===== src/rtl/stopwatch_pkg.sv =====
// Shared definitions for the stopwatch datapath: BCD digit width, digit
// moduli, and the 6-digit MM:SS.cc time record that is also consumed by the
// display stage.
package stopwatch_pkg;

   localparam int BCD_W        = 4;
   localparam int NUM_DIGITS   = 6;

   localparam int CS_MOD       = 10;
   localparam int UNITS_MOD    = 10;
   localparam int SEC_TENS_MOD = 6;
   localparam int MIN_TENS_MOD = 6;

   // Field order is MSB first, so a packed digit array indexed
   // [5:0] = {min_tens .. cs_units} casts directly onto this record.
   typedef struct packed {
      logic [BCD_W-1:0] min_tens;
      logic [BCD_W-1:0] min_units;
      logic [BCD_W-1:0] sec_tens;
      logic [BCD_W-1:0] sec_units;
      logic [BCD_W-1:0] cs_tens;
      logic [BCD_W-1:0] cs_units;
   } time_rec_t;

   // Modulus of digit position idx, 0 = cs_units .. 5 = min_tens.
   function automatic int digit_mod(input int idx);
      case (idx)
         0:       return CS_MOD;
         1:       return CS_MOD;
         3:       return SEC_TENS_MOD;
         5:       return MIN_TENS_MOD;
         default: return UNITS_MOD;
      endcase
   endfunction

endpackage


===== src/rtl/bcd_digit_counter.sv =====
// One BCD digit of the elapsed-time chain, counting 0..MOD-1.
// Ports:
//   clk_i, reset_i  clock, asynchronous active-high reset
//   clr_i           synchronous clear to 0 (wins over inc_i)
//   inc_i           advance by one on this edge
//   digit_o         current digit value
//   carry_o         combinational: this edge rolls MOD-1 -> 0
module bcd_digit_counter
   import stopwatch_pkg::*;
#(
   parameter int MOD = 10
) (
   input  logic             clk_i,
   input  logic             reset_i,
   input  logic             clr_i,
   input  logic             inc_i,
   output logic [BCD_W-1:0] digit_o,
   output logic             carry_o
);

   localparam logic [BCD_W-1:0] LAST = BCD_W'(MOD - 1);

   logic [BCD_W-1:0] digit_q;

   always_ff @(posedge clk_i or posedge reset_i) begin
      if (reset_i)
         digit_q <= '0;
      else if (clr_i)
         digit_q <= '0;
      else if (inc_i)
         digit_q <= (digit_q == LAST) ? '0 : digit_q + BCD_W'(1);
   end

   assign digit_o = digit_q;
   assign carry_o = inc_i && (digit_q == LAST);

endmodule


===== src/rtl/stopwatch_time_counter.sv =====
// Elapsed-time accumulator for the stopwatch. Divides clk_i down to a
// TICK_HZ timebase and counts MM:SS.cc in BCD up to 59:59.99, then wraps.
// Ports:
//   clk_i, reset_i      clock, asynchronous active-high reset
//   en_i                count enable (pauses prescaler and digits when low)
//   clr_i               synchronous clear of prescaler and digits
//   *_units_o/*_tens_o  BCD digits of the elapsed time
//   tick_o              1-cycle pulse after each centisecond increment
//   wrap_o              1-cycle pulse after 59:59.99 -> 00:00.00
// DIV = CLK_FREQ_HZ / TICK_HZ must be an integer >= 2.
module stopwatch_time_counter
   import stopwatch_pkg::*;
#(
   parameter int CLK_FREQ_HZ = 50_000_000,
   parameter int TICK_HZ     = 100
) (
   input  logic             clk_i,
   input  logic             reset_i,
   input  logic             en_i,
   input  logic             clr_i,
   output logic [BCD_W-1:0] cs_units_o,
   output logic [BCD_W-1:0] cs_tens_o,
   output logic [BCD_W-1:0] sec_units_o,
   output logic [BCD_W-1:0] sec_tens_o,
   output logic [BCD_W-1:0] min_units_o,
   output logic [BCD_W-1:0] min_tens_o,
   output logic             tick_o,
   output logic             wrap_o
);

   localparam int DIV  = CLK_FREQ_HZ / TICK_HZ;
   localparam int PS_W = (DIV > 1) ? $clog2(DIV) : 1;
   localparam logic [PS_W-1:0] PS_LAST = PS_W'(DIV - 1);

   logic [PS_W-1:0]                  ps_q;
   logic                             inc;
   logic [NUM_DIGITS:0]              inc_chain;
   logic [NUM_DIGITS-1:0][BCD_W-1:0] digits;
   time_rec_t                        time_now;
   logic                             tick_q;
   logic                             wrap_q;

   // Prescaler only moves on enabled cycles, so a pause keeps the partial
   // tick and resuming finishes it.
   always_ff @(posedge clk_i or posedge reset_i) begin
      if (reset_i)
         ps_q <= '0;
      else if (clr_i)
         ps_q <= '0;
      else if (en_i)
         ps_q <= (ps_q == PS_LAST) ? '0 : ps_q + PS_W'(1);
   end

   // Clear suppresses an increment that would land on the same edge.
   assign inc = en_i && !clr_i && (ps_q == PS_LAST);

   // Carries ripple combinationally so 59:59.99 -> 00:00.00 settles in one edge.
   assign inc_chain[0] = inc;
   for (genvar g = 0; g < NUM_DIGITS; g++) begin : g_digit
      bcd_digit_counter #(.MOD(digit_mod(g))) u_digit (
         .clk_i   (clk_i),
         .reset_i (reset_i),
         .clr_i   (clr_i),
         .inc_i   (inc_chain[g]),
         .digit_o (digits[g]),
         .carry_o (inc_chain[g+1])
      );
   end

   always_ff @(posedge clk_i or posedge reset_i) begin
      if (reset_i) begin
         tick_q <= 1'b0;
         wrap_q <= 1'b0;
      end else if (clr_i) begin
         tick_q <= 1'b0;
         wrap_q <= 1'b0;
      end else begin
         tick_q <= inc;
         wrap_q <= inc_chain[NUM_DIGITS];
      end
   end

   assign time_now    = time_rec_t'(digits);
   assign cs_units_o  = time_now.cs_units;
   assign cs_tens_o   = time_now.cs_tens;
   assign sec_units_o = time_now.sec_units;
   assign sec_tens_o  = time_now.sec_tens;
   assign min_units_o = time_now.min_units;
   assign min_tens_o  = time_now.min_tens;
   assign tick_o      = tick_q;
   assign wrap_o      = wrap_q;

endmodule

===== config.mk =====
export PLATFORM = sky130hd
export DESIGN_NAME = stopwatch_time_counter
export DESIGN_NICKNAME = d
export VERILOG_FILES = /design/src/rtl/stopwatch_pkg.sv /design/src/rtl/bcd_digit_counter.sv /design/src/rtl/stopwatch_time_counter.sv
export SDC_FILE = /design/constraint.sdc
export NUM_CORES = 1
export LEC_CHECK = 0
export ABC_AREA = 0
export BUFFER_PORTS_ARGS = -buffer_cell sky130_fd_sc_hd__clkbuf_2
export CORE_MARGIN = 4
export CORE_UTILIZATION = 63
export CTS_BUF_LIST = sky130_fd_sc_hd__clkbuf_16
export CTS_CLUSTER_SIZE = 8
export DETAILED_ROUTE_END_ITERATION = 7
export GPL_ROUTABILITY_DRIVEN = 0
export HOLD_SLACK_MARGIN = 0.03
export PLACE_DENSITY = 0.91
export SYNTH_ARGS = -nofsm -noshare
export SYNTH_HDL_FRONTEND = slang
export SYNTH_HIERARCHICAL = 1
export SYNTH_SLANG_ARGS = --single-unit

===== constraint.sdc =====
create_clock -name clk_i -period 8.7 [get_ports clk_i]
set_input_delay 1.305 -clock clk_i [delete_from_list [all_inputs] [get_ports clk_i]]
set_output_delay 1.305 -clock clk_i [all_outputs]
set_load 0.02 [all_outputs]

# == Yosys cells after proc, flatten, opt, wreduce, memory -nomap -nowiden ==
# Index checks and enable logic that the tools add are counted.
# totals
regBits,45
in_bits,4
wordCells,62
# op_classes
addsub,7
n_eq_ne,7
mux,23
reduce_logical,16
# op_table
cell,n
4-bit 2-to-1 mux,18
19-bit 2-to-1 mux,3
4-bit by 1-bit adder with 4-bit output (second input constant),6
19-bit by 1-bit adder with 19-bit output (second input constant),1
19-bit equality test (second input constant),1
4-bit equality test (second input constant),4
2-bit nonzero test,7
4-bit by 3-bit equality test with 1-bit output (second input constant),2
1-bit logical AND,8
1-bit 2-to-1 mux,2
1-bit zero test,1

# == Depth between registers and ports, before layout ==
# Gate-level depths: netlist of the first run.
# logic_depth
ltp_word,10
depth_mapped,17
depth_no_buf,17

# == Cells and area by module ==
# Netlist of the first run, hierarchy kept.
# modules_own_cells
mod,n_inst,cells_per_inst,area_each_um2,seq_area_each_um2
stopwatch_time_counter,1,132,1173.6,525.5
bcd_digit_counter (g_digit[0].u_digit ...),4,27,244.0,100.1
bcd_digit_counter (g_digit[3].u_digit ...),2,26,231.5,100.1

# == Worst setup path after synthesis of the first run ==
# No wires, ideal clock.
# synth_path
path_type,input to register
startpoint,input port en_i
endpoint,register g_digit[5].u_digit.digit_q[3]
setup_ns,0.077
arrival_time_ns,4.081
slack_ns,4.541
cell_stages,15
path_cell_list,nor2b_1 and3_1 inv_1 nor2_1 inv_1 nor2_1 inv_1 nor2_1 nand2_1 nor2_1 inv_1 nor2_1 nand4_1 or3_1 a21oi_1
# synth_via
elab_chain_cells,8
# synth_rtl
element,line_no,rtl
"start, declared",stopwatch_time_counter.sv:19,"input logic en_i,"
1-bit logical AND (2 in series),stopwatch_time_counter.sv:55,assign inc = en_i && !clr_i && (ps_q == PS_LAST);
net inc,stopwatch_time_counter.sv:36,logic inc;
1-bit logical AND,bcd_digit_counter.sv:35,assign carry_o = inc_i && (digit_q == LAST);
net inc_chain[1],stopwatch_time_counter.sv:37,logic [NUM_DIGITS:0] inc_chain;
1-bit logical AND,bcd_digit_counter.sv:35,
net inc_chain[2],stopwatch_time_counter.sv:37,
1-bit logical AND,bcd_digit_counter.sv:35,
net inc_chain[3],stopwatch_time_counter.sv:37,
1-bit logical AND,bcd_digit_counter.sv:35,
net inc_chain[4],stopwatch_time_counter.sv:37,
1-bit logical AND,bcd_digit_counter.sv:35,
net inc_chain[5],stopwatch_time_counter.sv:37,
2-bit nonzero test (no line),--,
"end signal, assigned",bcd_digit_counter.sv:31,digit_q <= (digit_q == LAST) ? '0 : digit_q + BCD_W'(1);
"end, declared",bcd_digit_counter.sv:23,logic [BCD_W-1:0] digit_q;
# The timed path passes the listed nets, and every way through them passes these cells.
# A chain may end at the register's enable or synchronous reset.

# == Final worst setup path of the first run ==
# layout_path
startpoint,input port clr_i
endpoint,register g_digit[5].u_digit.digit_q[3]
# layout_via
elab_chain_cells,9
elab_cells_between_ends,10
# layout_rtl
element,line_no,rtl
"start, declared",stopwatch_time_counter.sv:20,"input logic clr_i,"
1-bit zero test,stopwatch_time_counter.sv:55,
1-bit logical AND (2 in series),stopwatch_time_counter.sv:55,
net inc,stopwatch_time_counter.sv:36,
1-bit logical AND,bcd_digit_counter.sv:35,
net inc_chain[1],stopwatch_time_counter.sv:37,
1-bit logical AND,bcd_digit_counter.sv:35,
net inc_chain[2],stopwatch_time_counter.sv:37,
1-bit logical AND,bcd_digit_counter.sv:35,
net inc_chain[3],stopwatch_time_counter.sv:37,
1-bit logical AND,bcd_digit_counter.sv:35,
net inc_chain[4],stopwatch_time_counter.sv:37,
1-bit logical AND,bcd_digit_counter.sv:35,
net inc_chain[5],stopwatch_time_counter.sv:37,
2-bit nonzero test (no line),--,
# The timed path passes the listed nets, and every way through them passes these cells.

==> flow_summary.yaml, run 1 <==
status:
  status: "completed"
power_and_ir_drop:
  leakagePower_uw: 0.00131
  peakVddDrop_v: 0.000100
  powerDensity_nw_per_um2: 148
floorplanning:
  ioPinCount: 30
  die_width_um: 72.4
  rows: 23
  coreArea_um2: 4000
  die_h_um: 72.4
  start_util_pct: 65.3
  fp.dieArea_um2: 5240
setup_path:
  start_kind: "input pin"
  worstPathArrival_ns: 5.38
  path_class: "in -> reg"
  crit_fanout: 30
  path_cells: "clkbuf_2 > nor2b_1 > and3_1 > inv_1 > nor2_1 > inv_1 > nor2_1 > inv_1 > nor2_1 > nand2_1 > nor2_1 > inv_1 > nor2_1 > nand4_1 > or3_1 > a21oi_1"
  cp-end-kind: "flip-flop"
  timing.critical_path.buf_inv: 5
  critPathTopFamily: "simple AND/OR/NAND/NOR gates"
  slowest_delay_ns: 0.38
  cp_slowest_cell: "clkbuf_2"
  required_ns: 8.90
  crit_top_cell: "nor2_1"
timing:
  slew_viol_final: 0
  tightest_slew_ns: 1.14
  relSlewSlack_pct: 23.7
  rsz0062_at_grt: "no"
  hold_viol_final: 0
  period_needed_ns: 5.18
  setup_tns_ns: 0
  fin_skew_ns: 0.00944
  finalSetupViolCount: 0
  fmax_mhz: 193
  period_share_pct: 59.5
layout:
  fillers: 270
  nNetsFinal: 340
  final_cell_mix: "nand2_1, dfrtp_1, clkbuf_2, a21oi_1, inv_1"
  final_area_um2: 2960
  syn_to_final_growth_pct: 13.5
  diodes: 0
  drive_gt1_share_pct: 15.1
  layout_commonest_cell: "nand2_1"
  finalNonFillerCells: 374
yosys:
  synthArstFlopShare_pct: 100
  yosysTopAreaCellShare_pct: 43.1
  yosys_warnings: 6
  synth_area_leaders: "dfrtp_1, nand2_1, ha_1, nand3b_1, a21oi_1"
  synth_edf_count: 0
  synth_largest_area_cell: "dfrtp_1"
  ys_ff_latch: 45
  synth_seq_area_share_pct: 43.1
  synthFlopType: "dfrtp_1"
  syn_inst: 292
  avgSynthCellArea_um2: 8.95
  synth.net_count: 309
  synth_area_um2: 2610
  synth.distinct_cells: 41
detailed_routing:
  num_vias: 2249
  first_iter_violations: 159
  drtAntennaViolNets: 0
  viasPerCell: 6.01
  remaining_drc_errors: 0
  wirelength_um: 5840
  first_pass_iters: 5
  post_drt_wl_per_cell_um: 15.6
cts:
  h-tree-depth: 2
  hold_buffers: 0
  clockRootBuffer: "clkbuf_16"
  clk_pin_slew_ns: 0.06
  cts_setup_buffers: 0
  cts_tree: "yes"
  ctsResizeCount: 0
  clockBufferDepth: 2
  clock_sinks: 45
  numCtsBuffers: 5
  clock_latency_ns: 0.29
grt:
  grt_pass1_wl_um: 10100
  first_global_vias: 2229
  grt_overflow_total: 0
  grt_max_degree: 31
  groute.usage.overall_pct: 24.2
  antenna_found_initial: 0
min_path:
  hold_path.class: "reg -> reg"
placement:
  dp_cells: 366
  hpwlAfterDp_um: 4060
  portBuffers: 29
  post_dp_cell_area_um2: 2790
run:
  cap_viol_max_count: 0
path summary, 6_finish.rpt:
path | startpoint | endpoint | slack [ns] | cells after the start
max in group asynchronous | reset_i | ps_q[5]$_DFFE_PP0P_ | 6.88 | 2
min | ps_q[1]$_DFFE_PP0P_ | ps_q[1]$_DFFE_PP0P_ | 0.53 | 1
min reg2reg | ps_q[1]$_DFFE_PP0P_ | ps_q[1]$_DFFE_PP0P_ | 0.53 | 1
max | clr_i | g_digit[5].u_digit/digit_o[3]$_DFFE_PP0P_ | 3.52 | 16
min in group asynchronous | reset_i | g_digit[0].u_digit/digit_o[1]$_DFFE_PP0P_ | 1.00 | 2
max reg2reg | ps_q[10]$_DFFE_PP0P_ | g_digit[5].u_digit/digit_o[3]$_DFFE_PP0P_ | 4.01 | 16
sequential cells by signal (all words and copies together), names as in the netlist:
register,count
tick_o,1
g_digit.u_digit/digit_o,24
wrap_o,1
ps_q,19
cell usage after synthesis, drive strengths merged (2+ instances only):
master and n:
nand2 50, dfrtp 45, a21oi 30, inv 21, nand3b 18, nand3 15
ha 13, o21ai 12, nor2 10, nand2b 8, nor3 8, or3 8
nand4 6, a211o 4, a21boi 4, and3 4, and4b 4, clkbuf 3
nor4 3, o211ai 3, o21a 3, or4 3, a21o 2, buf 2
nor2b 2, xor2 2
final cells by class:
class                      count  area [um^2]  area share, %
clock inverter                 3         46.3           1.56
multi-input combinational    221         1380           46.6
timing repair buffer          29          145           4.90
inverter                      21         78.8           2.66
tap                           50         62.6           2.11
clock buffer                   5          125           4.22
sequential                    45         1130           38.0
routing by layer:
layer | part of all wire (%) | wire length [um] | vias up | global-route usage (%)
met5 | 0 | 0 | - | 0
met4 | 1.6 | 93 | 0 | 8.40
met3 | 5.0 | 294 | 11 | 4.85
met2 | 53 | 3080 | 65 | 44.3
met1 | 41 | 2370 | 1081 | 28.1
li1 | - | - | 1092 | -
per-stage QoR:
stage	total power [uW]	hold slack [ns]	utilization [%]	setup WS, ns
CTS	442	0.539	74.1	3.62
floorplan	223	0.493	-	4.54
detailed placement	229	0.517	69.8	3.36
global route	454	0.584	74.1	3.13
global placement	228	0.513	69.8	3.72
finish	439	0.535	74.1	3.52
worst register-to-register path, cell delays in order (launching register included):
cell and delay (ns):
dfrtp_1 0.43, or4b_4 0.57, nor4_4 0.28, and3_1 0.30
inv_1 0.10, nor2_1 0.34, inv_1 0.14, nor2_1 0.34
inv_1 0.13, nor2_1 0.33, nand2_1 0.12, nor2_1 0.36
inv_1 0.15, nor2_1 0.35, nand4_1 0.18, or3_1 0.34
a21oi_1 0.14
power by group:
| group | total [uW] | internal (uW) | switching [uW] |
|---|---|---|---|
| registers | 211 | 210 | 0.775 |
| clock network | 215 | 136 | 78.7 |
| logic | 14.1 | 2.61 | 11.5 |
logic make-up after synthesis:
family          share of synthesized area (%)
fa+ha+maj                                6.23
xor+xnor                                0.671
flops                                    43.1
buf+inv                                  4.07
mux                                     0.814
compound gates                           14.5
simple gates                             30.6
Note: power is estimated with default switching activity, not from simulation.
==> run 2: changes to the inputs <==
--- a/config.mk
+++ b/config.mk
@@ -8,13 +8,13 @@
 export ABC_AREA = 0
 export BUFFER_PORTS_ARGS = -buffer_cell sky130_fd_sc_hd__clkbuf_2
 export CORE_MARGIN = 4
-export CORE_UTILIZATION = 63
+export CORE_UTILIZATION = 53
 export CTS_BUF_LIST = sky130_fd_sc_hd__clkbuf_16
 export CTS_CLUSTER_SIZE = 8
 export DETAILED_ROUTE_END_ITERATION = 7
 export GPL_ROUTABILITY_DRIVEN = 0
 export HOLD_SLACK_MARGIN = 0.03
-export PLACE_DENSITY = 0.91
+export PLACE_DENSITY = 0.82
 export SYNTH_ARGS = -nofsm -noshare
 export SYNTH_HDL_FRONTEND = slang
 export SYNTH_HIERARCHICAL = 1
==> constraint.sdc (replaced) <==
create_clock -name clk_i -period 4.5 [get_ports clk_i]
set_input_delay 0.675 -clock clk_i [delete_from_list [all_inputs] [get_ports clk_i]]
set_output_delay 0.675 -clock clk_i [all_outputs]
set_load 0.02 [all_outputs]
==> run 2 against run 1 <==
  * Clock skew down 0.0038 ns
  * Routed wire length down 4.9%
  * Register-to-register slack worse by 3.5 ns
  * Clock power up 61%
  * Critical path type is now reg -> reg
  * Critical endpoint unchanged
  * Worst hold slack worse by 0.17 ns
  * Flip-flop and latch count unchanged
  * Largest power group is now registers
==> flow_summary.yaml, run 2 (synthesis gave the netlist of run 1 again) <==
status:
  status: "completed"
setup_path:
  path_class: "reg -> reg"
  cp_slowest_cell: "or4b_4"
  worstPathArrival_ns: 4.20
  path_cells: "or4b_4 > nor4_4 > and3_1 > inv_1 > nor2_1 > buf_4 > inv_1 > nor2_1 > inv_1 > nor2_1 > nand2_1 > nor2_1 > buf_4 > inv_1 > nor2_1 > nand4_1 > or3_1 > a21oi_1"
  required_ns: 4.71
  crit_fanout: 7
  slowest_delay_ns: 0.56
  cp-end-kind: "flip-flop"
  critPathLaunch: "ps_q[10]$_DFFE_PP0P_"
  crit_path_end: "g_digit[5].u_digit/digit_o[3]$_DFFE_PP0P_"
  start_kind: "flip-flop"
  timing.rr.start: "ps_q[10]$_DFFE_PP0P_"
  r2r_cells: 18
  rrSetupSlack_ns: 0.51
  rr_endpoint: "g_digit[5].u_digit/digit_o[3]$_DFFE_PP0P_"
  crit_top_cell: "nor2_1"
floorplanning:
  start_util_pct: 54.9
  ioPinCount: 30
  die_h_um: 78.2
  fp.dieArea_um2: 6120
  rows: 25
  die_width_um: 78.2
  coreArea_um2: 4750
timing:
  fmax_mhz: 251
  relSlewSlack_pct: 22.7
  period_share_pct: 88.7
  rsz0062_at_grt: "no"
  finalSetupViolCount: 0
  hold_viol_final: 0
  slew_viol_final: 0
  tightest_slew_ns: 1.15
  period_needed_ns: 3.99
  fin_skew_ns: 0.00562
  setup_tns_ns: 0
detailed_routing:
  first_iter_violations: 190
  post_drt_wl_per_cell_um: 14.1
  num_vias: 2241
  first_pass_iters: 4
  viasPerCell: 5.67
  wirelength_um: 5550
  remaining_drc_errors: 0
  drtAntennaViolNets: 0
grt:
  grt_max_degree: 30
  grt_overflow_total: 0
  groute.usage.overall_pct: 19.5
  antenna_found_initial: 0
  grt_pass1_wl_um: 9680
  first_global_vias: 2194
cts:
  hold_buffers: 0
  h-tree-depth: 2
  clock_latency_ns: 0.28
  clk_pin_slew_ns: 0.06
  clock_sinks: 45
  cts_tree: "yes"
  cts_setup_buffers: 0
  ctsResizeCount: 0
  clockRootBuffer: "clkbuf_16"
  numCtsBuffers: 5
  clockBufferDepth: 2
layout:
  drive_gt1_share_pct: 15.9
  multiInputGateArea_um2: 1380
  postLayoutCoreUtil_pct: 62.7
  layout_commonest_cell: "nand2_1"
  largest_reg_flops: 24
  regArea_um2: 1130
  nNetsFinal: 344
  diodes: 0
  fillers: 406
  final_cell_mix: "nand2_1, dfrtp_1, clkbuf_2, a21oi_1, inv_1"
  syn_to_final_growth_pct: 14.2
power_and_ir_drop:
  powerDensity_nw_per_um2: 262
  combPwrFrac_pct: 3.5
  p_seq_share_pct: 52.1
  switching_power_uw: 169
  p_int_uw: 613
  power_switching_share_pct: 21.6
  peakVddDrop_v: 0.000159
  pwr-share-clk_pct: 44.3
  leakagePower_uw: 0.00132
run:
  cap_viol_max_count: 0
placement:
  portBuffers: 29
  hpwlAfterDp_um: 3990
min_path:
  hold_path.class: "in -> async"
-- run 2: worst min-delay path by stage --
stage,cells past startpoint,from,end
floorplan,1,reset_i,g_digit[0].u_digit/digit_o[0]$_DFFE_PP0P_
global placement,1,ps_q[1]$_DFFE_PP0P_,ps_q[1]$_DFFE_PP0P_
detailed placement,1,ps_q[1]$_DFFE_PP0P_,ps_q[1]$_DFFE_PP0P_
CTS,2,reset_i,g_digit[5].u_digit/digit_o[3]$_DFFE_PP0P_
global route,2,reset_i,g_digit[5].u_digit/digit_o[3]$_DFFE_PP0P_
finish,2,reset_i,g_digit[5].u_digit/digit_o[1]$_DFFE_PP0P_
-- run 2: per-layer routing --
metal  up-vias  share of wire [%]  global-route usage (%)
li1       1099                  -                       -
met1      1082                 45                    22.4
met2        51                 50                    35.3
met3         9                4.3                    4.01
met4         0                1.4                    7.52
met5         -                  0                       0
-- run 2: through the flow --
step	std cells	power, uW	area (um^2)	setup slack (ns)	hold WS, ns
after floorplan	292	431	2610	0.592	0.441
after global placement	387	443	2840	0.730	0.516
after detailed placement	387	443	2840	0.548	0.520
after CTS	395	791	2980	0.524	0.362
after global routing	395	813	2980	0.169	0.382
final	395	782	2980	0.510	0.365
-- run 2: final cells by class --
cell class | count | share of cell area, %
tap | 67 | 2.81
timing repair buffer | 33 | 5.87
inverter | 21 | 2.64
multi-input combinational | 221 | 46.3
clock inverter | 3 | 0.461
clock buffer | 5 | 4.19
sequential | 45 | 37.8
-- run 2: power groups by stage --
stage | sequential [uW] | clock, uW | combinational (uW)
after floorplan | 415 | 0 | 16.1
after global placement | 415 | 0 | 27.9
after detailed placement | 415 | 0 | 28.1
after CTS | 407 | 355 | 28.3
after global routing | 407 | 375 | 30.9
final | 408 | 347 | 27.7
-- run 2: worst max-delay path: cells and delay by family (launching register included) --
family | cells | cell delay (ns)
AOI/OAI and AO/OA | 1 | 0.12
and+or+nand+nor | 11 | 2.74
DFF | 1 | 0.43
buffers and inverters | 6 | 0.63
